===== src/rtl/melody_sequencer_if.sv =====
// melody_sequencer_if: score write port, transport controls
// and tone/status outputs of the melody sequencer.
interface melody_sequencer_if #(
  parameter int AW = 5
);
  logic          wr_en;
  logic [AW-1:0] wr_addr;
  logic [8:0]    wr_data;
  logic [AW:0]   song_len;
  logic          play;
  logic          stop;
  logic          loop_en;
  logic [2:0]    vol;
  logic          tone;
  logic [AW-1:0] note_idx;
  logic [4:0]    note_code;
  logic          busy;
  logic          done;

  modport master (
    output wr_en, wr_addr, wr_data, song_len,
    output play, stop, loop_en, vol,
    input  tone, note_idx, note_code, busy, done
  );

  modport slave (
    input  wr_en, wr_addr, wr_data, song_len,
    input  play, stop, loop_en, vol,
    output tone, note_idx, note_code, busy, done
  );
endinterface


===== src/rtl/melody_sequencer.sv =====
// melody_sequencer: plays a run-time written score as a PWM
// square-wave tone with pause, stop, loop and inter-note gaps.
module melody_sequencer #(
  parameter int CLK_HZ   = 50_000_000,
  parameter int DEPTH    = 32,
  parameter int AW       = 5,
  parameter int TICK_CYC = 3_125_000,
  parameter int GAP_CYC  = 250_000
) (
  input logic               clk,
  input logic               rst,
  melody_sequencer_if.slave bus
);
  localparam int PW   = $clog2(CLK_HZ / 131 + 1);
  localparam int NMAX = (15 * TICK_CYC > GAP_CYC) ?
                        15 * TICK_CYC : GAP_CYC;
  localparam int DW   = $clog2(NMAX + 1);

  typedef enum logic [1:0] {
    IDLE, PLAY, GAP, PAUSE
  } state_e;

  function automatic int per_of(input logic [4:0] p);
    case (p)
      5'd1:    per_of = CLK_HZ / 131;
      5'd2:    per_of = CLK_HZ / 147;
      5'd3:    per_of = CLK_HZ / 165;
      5'd4:    per_of = CLK_HZ / 175;
      5'd5:    per_of = CLK_HZ / 196;
      5'd6:    per_of = CLK_HZ / 220;
      5'd7:    per_of = CLK_HZ / 247;
      5'd8:    per_of = CLK_HZ / 262;
      5'd9:    per_of = CLK_HZ / 294;
      5'd10:   per_of = CLK_HZ / 330;
      5'd11:   per_of = CLK_HZ / 349;
      5'd12:   per_of = CLK_HZ / 392;
      5'd13:   per_of = CLK_HZ / 440;
      5'd14:   per_of = CLK_HZ / 494;
      5'd15:   per_of = CLK_HZ / 523;
      5'd16:   per_of = CLK_HZ / 587;
      5'd17:   per_of = CLK_HZ / 659;
      5'd18:   per_of = CLK_HZ / 698;
      5'd19:   per_of = CLK_HZ / 784;
      5'd20:   per_of = CLK_HZ / 880;
      5'd21:   per_of = CLK_HZ / 988;
      default: per_of = 1;
    endcase
  endfunction

  function automatic logic [PW-1:0] hi_of(
    input logic [PW-1:0] per,
    input logic [2:0]    v
  );
    logic [PW+3:0] prod;
    prod  = (PW+4)'(per) * (PW+4)'({1'b0, v} + 4'd1);
    hi_of = prod[PW+3:4];
  endfunction

  logic [8:0]    mem_q [DEPTH];
  state_e        state_q, state_d;
  state_e        ret_q, ret_d;
  logic [DW-1:0] rem_q, rem_d;
  logic [PW-1:0] tcnt_q, tcnt_d;
  logic [PW-1:0] hi_q, hi_d;
  logic [AW-1:0] idx_q, idx_d;
  logic [AW:0]   len_q, len_d;
  logic [4:0]    pitch_q, pitch_d;
  logic          play_q;
  logic          done_q, done_d;

  logic          rise, last, fetch;
  logic [AW-1:0] fidx;
  logic [8:0]    fword;
  logic [3:0]    fdur;
  logic [PW-1:0] per_f, per_cur;
  logic [AW:0]   eff_len;

  assign rise    = bus.play & ~play_q;
  assign last    = ({1'b0, idx_q} == len_q - 1'b1);
  assign fidx    = (state_q == GAP && !last) ?
                   idx_q + 1'b1 : '0;
  assign fword   = mem_q[fidx];
  assign fdur    = (fword[3:0] == 4'd0) ? 4'd1 : fword[3:0];
  assign per_f   = PW'(per_of(fword[8:4]));
  assign per_cur = PW'(per_of(pitch_q));

  // score RAM: writes accepted in every state, never cleared
  always_ff @(posedge clk) begin
    if (bus.wr_en) mem_q[bus.wr_addr] <= bus.wr_data;
  end

  // next state, note/gap countdown, tone counter and fetch
  always_comb begin
    state_d = state_q;
    ret_d   = ret_q;
    rem_d   = rem_q;
    tcnt_d  = tcnt_q;
    hi_d    = hi_q;
    idx_d   = idx_q;
    len_d   = len_q;
    pitch_d = pitch_q;
    done_d  = 1'b0;
    fetch   = 1'b0;
    eff_len = bus.song_len;
    if (eff_len == '0)
      eff_len = (AW+1)'(1);
    else if (eff_len > (AW+1)'(DEPTH))
      eff_len = (AW+1)'(DEPTH);
    unique case (state_q)
      IDLE: begin
        if (rise) begin
          len_d   = eff_len;
          fetch   = 1'b1;
          state_d = PLAY;
        end
      end
      PLAY: begin
        if (rise) begin
          ret_d   = PLAY;
          state_d = PAUSE;
        end else begin
          if (tcnt_q >= per_cur - 1'b1) begin
            tcnt_d = '0;
            hi_d   = hi_of(per_cur, bus.vol);
          end else begin
            tcnt_d = tcnt_q + 1'b1;
          end
          if (rem_q == '0) begin
            state_d = GAP;
            rem_d   = DW'(GAP_CYC - 1);
          end else begin
            rem_d = rem_q - 1'b1;
          end
        end
      end
      GAP: begin
        if (rise) begin
          ret_d   = GAP;
          state_d = PAUSE;
        end else if (rem_q != '0) begin
          rem_d = rem_q - 1'b1;
        end else if (last && !bus.loop_en) begin
          state_d = IDLE;
          idx_d   = '0;
          done_d  = 1'b1;
        end else begin
          fetch   = 1'b1;
          state_d = PLAY;
        end
      end
      PAUSE: begin
        if (rise) state_d = ret_q;
      end
      default: state_d = IDLE;
    endcase
    if (fetch) begin
      idx_d   = fidx;
      pitch_d = fword[8:4];
      rem_d   = DW'(int'(fdur) * TICK_CYC - 1);
      tcnt_d  = '0;
      hi_d    = hi_of(per_f, bus.vol);
    end
    if (bus.stop) begin
      state_d = IDLE;
      ret_d   = IDLE;
      rem_d   = '0;
      tcnt_d  = '0;
      hi_d    = '0;
      idx_d   = '0;
      len_d   = '0;
      pitch_d = '0;
      done_d  = 1'b0;
    end
  end

  // state and counter registers; play_q starts high so the
  // first cycle after reset cannot see a rising edge
  always_ff @(posedge clk or posedge rst) begin
    if (rst) begin
      state_q <= IDLE;
      ret_q   <= IDLE;
      rem_q   <= '0;
      tcnt_q  <= '0;
      hi_q    <= '0;
      idx_q   <= '0;
      len_q   <= '0;
      pitch_q <= '0;
      play_q  <= 1'b1;
      done_q  <= 1'b0;
    end else begin
      state_q <= state_d;
      ret_q   <= ret_d;
      rem_q   <= rem_d;
      tcnt_q  <= tcnt_d;
      hi_q    <= hi_d;
      idx_q   <= idx_d;
      len_q   <= len_d;
      pitch_q <= pitch_d;
      play_q  <= bus.play;
      done_q  <= done_d;
    end
  end

  assign bus.tone      = (state_q == PLAY) &&
                         (pitch_q != '0) &&
                         (tcnt_q < hi_q);
  assign bus.note_code = (state_q == PLAY) ? pitch_q : '0;
  assign bus.note_idx  = idx_q;
  assign bus.busy      = (state_q != IDLE);
  assign bus.done      = done_q;
endmodule


===== src/flat_wrapper.sv =====
// flat-port wrapper written by rule: the top's interface ports become plain ports
module melody_sequencer_flat 
#(
  parameter int CLK_HZ   = 50_000_000,
  parameter int DEPTH    = 32,
  parameter int AW       = 5,
  parameter int TICK_CYC = 3_125_000,
  parameter int GAP_CYC  = 250_000
)
  (clk, rst, bus_wr_en, bus_wr_addr, bus_wr_data, bus_song_len, bus_play, bus_stop, bus_loop_en, bus_vol, bus_tone, bus_note_idx, bus_note_code, bus_busy, bus_done);
  melody_sequencer_if #(.AW(AW)) bus_i ();
  input logic clk;
  input logic rst;
  input wire logic [$bits(bus_i.wr_en)-1:0] bus_wr_en;
  input wire logic [$bits(bus_i.wr_addr)-1:0] bus_wr_addr;
  input wire logic [$bits(bus_i.wr_data)-1:0] bus_wr_data;
  input wire logic [$bits(bus_i.song_len)-1:0] bus_song_len;
  input wire logic [$bits(bus_i.play)-1:0] bus_play;
  input wire logic [$bits(bus_i.stop)-1:0] bus_stop;
  input wire logic [$bits(bus_i.loop_en)-1:0] bus_loop_en;
  input wire logic [$bits(bus_i.vol)-1:0] bus_vol;
  output wire logic [$bits(bus_i.tone)-1:0] bus_tone;
  output wire logic [$bits(bus_i.note_idx)-1:0] bus_note_idx;
  output wire logic [$bits(bus_i.note_code)-1:0] bus_note_code;
  output wire logic [$bits(bus_i.busy)-1:0] bus_busy;
  output wire logic [$bits(bus_i.done)-1:0] bus_done;
  assign bus_i.wr_en = bus_wr_en;
  assign bus_i.wr_addr = bus_wr_addr;
  assign bus_i.wr_data = bus_wr_data;
  assign bus_i.song_len = bus_song_len;
  assign bus_i.play = bus_play;
  assign bus_i.stop = bus_stop;
  assign bus_i.loop_en = bus_loop_en;
  assign bus_i.vol = bus_vol;
  assign bus_tone = bus_i.tone;
  assign bus_note_idx = bus_i.note_idx;
  assign bus_note_code = bus_i.note_code;
  assign bus_busy = bus_i.busy;
  assign bus_done = bus_i.done;
  melody_sequencer #(.CLK_HZ(CLK_HZ), .DEPTH(DEPTH), .AW(AW), .TICK_CYC(TICK_CYC), .GAP_CYC(GAP_CYC)) u_core (.clk(clk), .rst(rst), .bus(bus_i));
endmodule

===== config.mk =====
export PLATFORM = sky130hd
export DESIGN_NAME = melody_sequencer_flat
export DESIGN_NICKNAME = d
export VERILOG_FILES = /design/src/rtl/melody_sequencer_if.sv /design/src/rtl/melody_sequencer.sv /design/src/flat_wrapper.sv
export SDC_FILE = /design/constraint.sdc
export NUM_CORES = 1
export LEC_CHECK = 0
export ABC_AREA = 1
export CORE_MARGIN = 1
export CORE_UTILIZATION = 60
export DETAILED_ROUTE_END_ITERATION = 6
export PLACE_DENSITY = 0.77
export SLEW_MARGIN = 20
export SYNTH_ARGS = -nofsm -noshare
export SYNTH_HDL_FRONTEND = slang
export SYNTH_SLANG_ARGS = --single-unit

===== constraint.sdc =====
create_clock -name clk -period 13.7 [get_ports clk]
set_input_delay 2.74 -clock clk [delete_from_list [all_inputs] [get_ports clk]]
set_output_delay 2.74 -clock clk [all_outputs]
set_load 0.03 [all_outputs]

==> run_results.csv <==
group,metric,value,unit
outcome,status,"complete, no violations",
drt,drt_iter0_drc,2602,
yosys,syn_inst,3018,
clock_tree,clk_pin_slew,0.07,ns
drt,wl_per_cell,19.3,um
hold_path,min_to,"u_core.hi_q[17]",
placed_design,gp_congestion,0.987,
die,die_height,207,um
yosys,syn_area_per_cell,8.38,um2
global_routing,met1_usage,0.423,
layout,area_delta_synth_final,7.61,%
yosys,async_flop_share,0.230,
worst_setup_path,critPathLaunchType,"register",
timing,relSlewSlack,0.233,
worst_setup_path,crit_type,"reg -> reg",
global_routing,grt_usage,0.319,
timing,fin_crit,8.82,ns
worst_setup_path,r2r_cells,38,
worst_setup_path,critPathLaunch,"u_core.len_q[0]",
drt,vias_per_cell,6.02,
flow_run,drv_cap,0,
drt,vias,21500,
clock_tree,clock_sinks,374,
clock_tree,clock_path_buffers,3,
hold_path,min_path_type,"reg -> reg",
timing,skew,0.0292,ns
layout,drive_gt1_frac,0.0540,
timing,final_hold_viol_count,0,
global_routing,met2_usage,0.533,
yosys,seq_area_frac_synth,0.427,
worst_setup_path,critical_path.slowest_cell,"nand3_4",
power_and_ir_drop,p_per_area,143,nW/um2
worst_setup_path,path_max_fanout,56,
hold_path,hold_depth,2,
drt,final_antenna_net_count,0,
yosys,yosysUniqueCellTypes,63,
global_routing,grt_pass1_vias,20500,
hold_path,worstHoldStart,"u_core.hi_q[17]",
die,die_x,207,um
power_and_ir_drop,vdd_drop_max,0.000130,V
drt,drtPass1Iterations,6,
timing,max_freq,113,MHz
timing,hold_ws,0.503,ns
clock_tree,clk_latency,0.56,ns
die,num_rows,74,
clock_tree,cts_root_buffer,"clkbuf_16",
timing,maxSlewViolCount,0,
timing,totalNegativeSetupSlack,0,ns
worst_setup_path,arrival,9.28,ns
global_routing,grt_start_max_net_pins,87,
global_routing,grt_antenna_before_repair,0,
global_routing,grt_pass1_wl,109000,um
layout,final_cell_mix,"nand2_1, inv_1, nand3_1, nor2_1, edfxtp_1",
timing,rsz0062_at_grt,"false",
clock_tree,cts_tree,"done",
die,dieArea,43000,um2
layout,fin_nets,3245,
worst_setup_path,rr_startpoint,"u_core.len_q[0]",
yosys,syn_area,25300,um2
clock_tree,holdBufCountCts,0,
drt,drc,0,
clock_tree,htreeDepth,2,
layout,insertedDiodeCount,0,
worst_setup_path,crit_top_cell,"nand2_1",
die,start_util,0.614,
layout,fillers,3337,
clock_tree,cts.repair.resized,0,
worst_setup_path,worst-r2r-setup-slack,4.88,ns
drt,wirelength,69000,um
yosys,synth_top_flop_cell,"edfxtp_1",
placed_design,dpl.hpwl,47400,um
worst_setup_path,critPathCaptureType,"register",
layout,instances_no_fill,3567,
timing,setup_viol,0,
timing,period_share,0.644,
yosys,yosysWarnings,0,
yosys,synth_nets,3258,
layout,layout_commonest_cell,"nand2_1",
die,core,41200,um2
timing,worst_slew_pin_slew,1.15,ns
clock_tree,cts_made_buffers,38,
placed_design,portBuffers,41,
worst_setup_path,cpPeakStageDelay,0.78,ns
yosys,ys_ff_latch,374,
global_routing,grt_overflow_total,0,
worst_setup_path,reg2reg_to,"u_core.hi_q[15]",
clock_tree,post_cts_buffers,0,
yosys,synth_edf_count,288,
placed_design,dp_cells,3497,
worst_setup_path,worst_ep_required_time,14.16,ns
die,ioPinCount,42,
power_and_ir_drop,p_leak,12.0,nW
global_routing,grtUsageMet3,0.0369,
power_and_ir_drop,power.total,3.89,mW
global_routing,grt.busiest_layer,"met2",
[worst max-delay path, delay by kind of cell, from the launching register on]
kind	cells	cell delay, ns
AND/OR/NAND/NOR	21	3.25
adder cells (fa/ha/maj)	5	2.12
buffers and inverters	7	1.60
AO/OA/AOI/OAI	5	1.25
flip-flops	1	0.39
[how the worst max path moves through the flow]
stage / endpoint / slack (ns)
after floorplan: u_core.hi_q[17] / 6.78
after global placement: u_core.hi_q[17] / 4.64
after detailed placement: u_core.hi_q[15] / 4.45
after CTS: u_core.hi_q[17] / 5.01
after global routing: u_core.hi_q[15] / 4.25
final: u_core.hi_q[15] / 4.88
[cell type report]
type	count	area [um2]	share of cell area
clock buffer	46	981	0.0360
clock inverter	24	285	0.0105
inverter	446	1680	0.0616
multi-input combinational	2086	12300	0.451
sequential	374	10800	0.397
tap	532	666	0.0245
timing repair buffer	59	524	0.0193
[through the flow]
stage | area [um2] | setup slack [ns] | utilization
6_report | 27200 | 4.88 | 0.661
5_1_grt | 27200 | 4.25 | 0.661
4_1_cts | 27200 | 5.01 | 0.661
3_5_place_dp | 26000 | 4.45 | 0.630
3_3_place_gp | 26000 | 4.64 | 0.630
2_1_floorplan | 25300 | 6.78 | -
[registers in the layout (all words and copies together) (netlist names), 2 cells and up]
| register | flops |
|---|---|
| u_core.pitch_q | 5 |
| u_core.mem_q | 288 |
| u_core.state_q | 2 |
| u_core.tcnt_q | 19 |
| u_core.hi_q | 19 |
| u_core.bus.note_idx | 5 |
| u_core.len_q | 6 |
| u_core.ret_q | 2 |
| u_core.rem_q | 26 |
[kinds of logic after synthesis]
logic type	share of synthesized area
AND/OR/NAND/NOR	0.245
AO/OA/AOI/OAI	0.0956
XOR/XNOR	0.0180
flip-flops	0.427
buffers and inverters	0.0879
adder cells (fa/ha/maj)	0.126
[cells in the mapped netlist (4+ instances only)]
cell type | count | area [um2]
nand2_1 | 579 | 2170
inv_1 | 428 | 1610
nand3_1 | 321 | 1610
nor2_1 | 320 | 1200
edfxtp_1 | 288 | 8650
ha_1 | 137 | 1710
o21ai_0 | 130 | 651
a21oi_1 | 121 | 606
dfrtp_1 | 85 | 2130
fa_1 | 74 | 1480
nand4_1 | 73 | 457
clkbuf_1 | 50 | 188
o211ai_1 | 46 | 345
xor2_1 | 43 | 377
buf_2 | 41 | 205
nor3_1 | 36 | 180
or2_2 | 33 | 206
o22ai_1 | 25 | 156
o21ai_1 | 19 | 95.1
inv_2 | 13 | 48.8
nand2_2 | 13 | 81.3
a31oi_1 | 10 | 62.6
xnor2_1 | 9 | 78.8
a211oi_1 | 8 | 60.1
buf_4 | 8 | 60.1
nor4_1 | 8 | 50.1
or2_1 | 8 | 50.1
buf_1 | 7 | 26.3
o31ai_1 | 7 | 52.6
buf_6 | 6 | 67.6
o21bai_1 | 6 | 45.0
o21a_1 | 5 | 37.5
a32o_1 | 4 | 40.0
clkinv_1 | 4 | 15.0
nor2_2 | 4 | 25.0
o221ai_1 | 4 | 35.0
o32ai_1 | 4 | 35.0
[metal layers]
metal  vias up  share of wire
met2      1073           0.48
met4         0          0.039
met3       192          0.076
met5         -              0
met1     10200           0.41
li1      10100              -
[report_power, final]
group	switching (mW)	internal, mW
combinational	0.998	0.481
clock	0.453	0.613
sequential	0.0536	1.29
Power figures use the tool's default switching activity.
